--- src/rtl/if_id_pkg.sv ---
// Shared constants and types for the IF/ID pipeline register.
// Opcodes follow the MIPS-style J/JAL encoding in instr[31:26].
package if_id_pkg;

  localparam int DEF_ADDR_W = 4;

  localparam logic [5:0]  OPC_J     = 6'b000010;
  localparam logic [5:0]  OPC_JAL   = 6'b000011;
  localparam logic [31:0] NOP_INSTR = 32'h0000_0000;

  typedef enum logic [1:0] {
    CAP_FLUSH,
    CAP_HOLD,
    CAP_SQUASH,
    CAP_LOAD
  } cap_e;

endpackage

--- src/rtl/if_id_jump_decoder.sv ---
// Opcode decode for unconditional jumps (J, JAL).
// Only the opcode field matters; operand bits are ignored.
module jump_decoder
  import if_id_pkg::*;
(
  input  logic [31:0] instr,
  output logic        is_jump
);

  logic [5:0] opc;
  logic       unused_operand;

  assign opc            = instr[31:26];
  assign unused_operand = ^instr[25:0];
  assign is_jump        = (opc == OPC_J) || (opc == OPC_JAL);

endmodule

--- src/rtl/if_id_stage.sv ---
// IF/ID pipeline register with jump redirect and wrong-path squash.
// Define IF_ID_DELAY_SLOT_EN to execute one delay slot after a jump.
module if_id_stage
  import if_id_pkg::*;
#(
  parameter int ADDR_W       = DEF_ADDR_W,
  parameter int SQUASH_SLOTS = 2
) (
  input  logic              clk,
  input  logic              reset,
  input  logic [31:0]       instr_in,
  input  logic [ADDR_W-1:0] pc4_in,
  input  logic              stall,
  input  logic              flush,
  output logic [31:0]       instr_out,
  output logic [ADDR_W-1:0] pc4_out,
  output logic              valid_out,
  output logic              jump_ctrl,
  output logic [ADDR_W-1:0] jump_addr
);

`ifdef IF_ID_DELAY_SLOT_EN
  localparam bit DS_EN = 1'b1;
`else
  localparam bit DS_EN = 1'b0;
`endif

  // Slots still to squash after the redirect edge itself.
  localparam logic [1:0] SQ_LOAD = 2'(SQUASH_SLOTS - 1);

  logic [1:0] squash_cnt;
  logic       jump_done;
  logic       opc_jump;
  logic       is_jump;
  cap_e       cap;

  jump_decoder u_dec (
    .instr   (instr_out),
    .is_jump (opc_jump)
  );

  assign is_jump   = valid_out & opc_jump;
  assign jump_ctrl = is_jump & ~jump_done & ~stall & ~flush;
  assign jump_addr = instr_out[ADDR_W-1:0];

  always_comb begin
    cap = CAP_LOAD;
    priority case (1'b1)
      flush:             cap = CAP_FLUSH;
      stall:             cap = CAP_HOLD;
      jump_ctrl:         cap = DS_EN ? CAP_LOAD : CAP_SQUASH;
      (squash_cnt != 0): cap = CAP_SQUASH;
      default:           cap = CAP_LOAD;
    endcase
  end

  always_ff @(posedge clk or posedge reset) begin
    if (reset) begin
      instr_out  <= NOP_INSTR;
      pc4_out    <= '0;
      valid_out  <= 1'b0;
      squash_cnt <= 2'd0;
      jump_done  <= 1'b0;
    end else begin
      unique case (cap)
        CAP_FLUSH: begin
          instr_out  <= NOP_INSTR;
          pc4_out    <= '0;
          valid_out  <= 1'b0;
          squash_cnt <= 2'd0;
          jump_done  <= 1'b0;
        end
        CAP_HOLD: begin
        end
        CAP_SQUASH: begin
          instr_out  <= NOP_INSTR;
          pc4_out    <= pc4_in;
          valid_out  <= 1'b0;
          squash_cnt <= jump_ctrl ? SQ_LOAD : squash_cnt - 2'd1;
          jump_done  <= jump_done | jump_ctrl;
        end
        CAP_LOAD: begin
          instr_out  <= instr_in;
          pc4_out    <= pc4_in;
          valid_out  <= 1'b1;
          squash_cnt <= jump_ctrl ? SQ_LOAD : squash_cnt;
          jump_done  <= jump_ctrl;
        end
      endcase
    end
  end

endmodule

--- config.mk ---
export PLATFORM = sky130hd
export DESIGN_NAME = if_id_stage
export DESIGN_NICKNAME = d
export VERILOG_FILES = /design/src/rtl/if_id_pkg.sv /design/src/rtl/if_id_jump_decoder.sv /design/src/rtl/if_id_stage.sv
export SDC_FILE = /design/constraint.sdc
export NUM_CORES = 1
export LEC_CHECK = 0
export ABC_AREA = 0
export CAP_MARGIN = 30
export CORE_MARGIN = 8
export CORE_UTILIZATION = 39
export CTS_CLUSTER_SIZE = 10
export DETAILED_ROUTE_END_ITERATION = 10
export GPL_ROUTABILITY_DRIVEN = 0
export PLACE_DENSITY = 0.84
export SYNTH_ARGS = -nofsm -noshare
export SYNTH_HDL_FRONTEND = slang
export SYNTH_SLANG_ARGS = --single-unit
--- constraint.sdc ---
create_clock -name clk -period 2.6 [get_ports clk]
set_input_delay 0.52 -clock clk [delete_from_list [all_inputs] [get_ports clk]]
set_output_delay 0.52 -clock clk [all_outputs]
set_load 0.1 [all_outputs]
==> results.md <==
- Status: complete, no violations
- Final Cell Area: 2470 sq um
- Largest net degree at the start of global routing: 34
- FF+latch area: 1010 sq um
- Mapped cell area: ~1600 sq um
- RR Startpoint: instr_out[29]$_DFFE_PP0P_
- DRT Pass-1 Iters: 4
- Compound-Gate Fraction of Synth Area: 0.222
- Slew @ Worst Pin: 0.511 ns
- Worst setup EP type: output port
- Yosys warns: 0
- Setup slack after layout: 0.0178 ns
- Adder-cell share of the synthesized area: 0.00780
- Port bufs: 81
- Part of the cycle the worst path needs: 0.993
- Hold WC Path Type: reg -> reg
- Total track usage: 0.144
- Period minus WS final: 2.58 ns
- Routed wire length: 4750 microns
- Clock skew: 0.00362 ns
- Clock Tree Root: clkbuf_8
- Post-Synth Simple-Gate Area: 0.0577
- Max_slew headroom: 0.659
- Unique masters post-synth: 26
- Final Non-Filler Cells: 249
- Placed cell areas: 2370 sq um
- Crit Path Category: reg -> out
- Initial Utilization: 0.404
- Startpoint types: flop
- Crit Path Max Fanout: 4
- Post-synthesis sequential area ratio: 0.624
- DRT antenna net count: 0
- Total grt overflow: 0
- Global-route wire length before repair: 7270 microns
- Post-CTS sizing: 0
- Unrepaired setup endpoints after global routing: true
- Area of the multi-input gates: a little over 500 sq um
- Die area: 6420 sq um
- Antenna violations before repair: 0
- Drt drc: 0
- Initial drt markers: 68
- Fillers: 314
- Top Ports: a little over 80
- Yosys top cell by area: dfrtp_1
- WP data required: 2.08 ns
- Final hold violations: 0
- Final core utilization: 0.623
- Vias in the first global route: 1452
- Worst-skew pair later-pin latency: about 0.28 ns
- Number of nets in the layout: 239
- Final Power: 1.76 mW
- Post-synthesis mux area share: 0.0250
- Cells after Synth: 118
- Die width: 80.1 microns
- CTS Sinks: 40
- Min Hold Slack: 0.509 ns
- Vias/cell: 5.24
- Critical path launch point: instr_out[29]$_DFFE_PP0P_
- Synth Area in XOR/XNOR: 0
- Clock transition at path regs: roughly 0.070 ns
- Setup TNS: 0 ns
- CTS Buf Count: 5
- Share of layout cells above drive strength 1: 0.347
- Via count: 1305
- Core Region: 3970 sq um
- Hold path startpoint: instr_out[23]$_DFFE_PP0P_
- P&R area growth vs syn: 54.3%
- Syn nets: 159
- Final setup vio count: 0
- Dpl cells: 241
- Pwr/cell area: 712 nW/um^2
- Die Y: 80.1 microns
- Max-slew violation count: 0
- Synth Area per Inst: 13.6 sq um
- Synth area leaders: dfrtp_1 (62%), a22o_1 (16%), mux2i_1 (2.5%)
- Max-cap violations: 0
- P_leak: 1.19 nW
- DP HPWL: between 3000 and 4000 microns
- CTS Buffer Depth: 2
- N_diodes: 0
- Combinational family with the most area after synthesis: compound AO/OA/AOI/OAI gates
- Max Freq: 0.387 GHz
- CP arrival: about 2.1 ns
- Top-area cell type share of the netlist area: 0.624
- Pre-CTS WS: about 0.26 ns
- CTS tree: built
- Peak VDD IR: 0.000349 V
- Synth Register Bits: 40
- Cell row count: 23
- Htree depth: 2
- DR WL/cell: 19.1 microns
[critical path: stages, from the launching register on]
cell     delay (ns)
dfrtp_4        0.48
or4b_4         0.57
or3_4          0.37
nor3_4         0.16
buf_12         0.20
[layer usage]
layer | vias up | part of all wire | global-route usage
met2 | 38 | 0.58 | 0.268
li1 | 592 | - | -
met3 | 4 | 0.042 | 0.0346
met4 | 0 | 0.013 | 0.0600
met1 | 671 | 0.37 | 0.151
met5 | - | 0 | 0
[layout make-up]
class                           count  share of cell area
Multi-Input combinational cell     61               0.210
Sequential cell                    40               0.410
Timing Repair Buffer               86               0.308
Tap cell                           50              0.0253
Clock buffer                        8              0.0404
Inverter                            4             0.00607
[registers in the layout, indices dropped and copies added, names as in the netlist]
| register | cells |
|---|---|
| instr_out | 32 |
| jump_done | 1 |
| pc4_out | 4 |
| squash_cnt | 2 |
| valid_out | 1 |
[cell usage in the layout (no fill, tap or decap), drive strengths merged]
cell type,instances
dfrtp,40
nor2,5
nor3,2
a22o,32
o21ai,3
nand2,2
or3b,1
nand2b,1
or4b,1
clkdlybuf4s50,39
o311a,1
o21bai,1
a21oi,1
mux2i,4
ha,1
clkbuf,8
inv,4
buf,47
or4,1
nor2b,1
or3,2
a221oi,2
[report_power, final]
part	total, mW	switching, mW	internal, mW
combinational	0.620	0.459	0.160
clock	0.441	0.199	0.242
sequential	0.702	0.0325	0.670
total	1.76	0.691	1.07
[final timing paths]
path                       cells past startpoint                         to  slack (ns)
max                                            4                  jump_ctrl        0.02
min                                            1  instr_out[23]$_DFFE_PP0P_        0.51
max reg2reg                                    3   instr_out[6]$_DFFE_PP0P_        0.66
min reg2reg                                    1  instr_out[23]$_DFFE_PP0P_        0.51
max in group asynchronous                      3   instr_out[5]$_DFFE_PP0P_        1.41
min in group asynchronous                      2   instr_out[6]$_DFFE_PP0P_        0.57
[repair_timing]
item,4_1_cts,5_1_grt
hold buffers,0,0
setup endpoints to repair,1,1
cloned,0,0
pin swaps,1,0
setup buffers,0,0
[cells by family after synthesis]
group / count (synthesis)
AO/OA/AOI/OAI: 40
adder cells (fa/ha/maj): 1
buffers and inverters: 17
flip-flops: 40
multiplexers: 4
AND/OR/NAND/NOR: 16
[Yosys cell counts, drive strengths merged]
library cell  count
or4               1
nand2             2
nand2b            1
nor2b             1
dfrtp            40
a21oi             1
ha                1
or3b              1
nor3              2
inv               4
or4b              1
buf               8
clkbuf            5
nor2              5
mux2i             4
a22o             32
o311a             1
a221oi            2
or3               2
o21ai             3
o21bai            1
No activity file was read; power rests on OpenSTA's default activity.
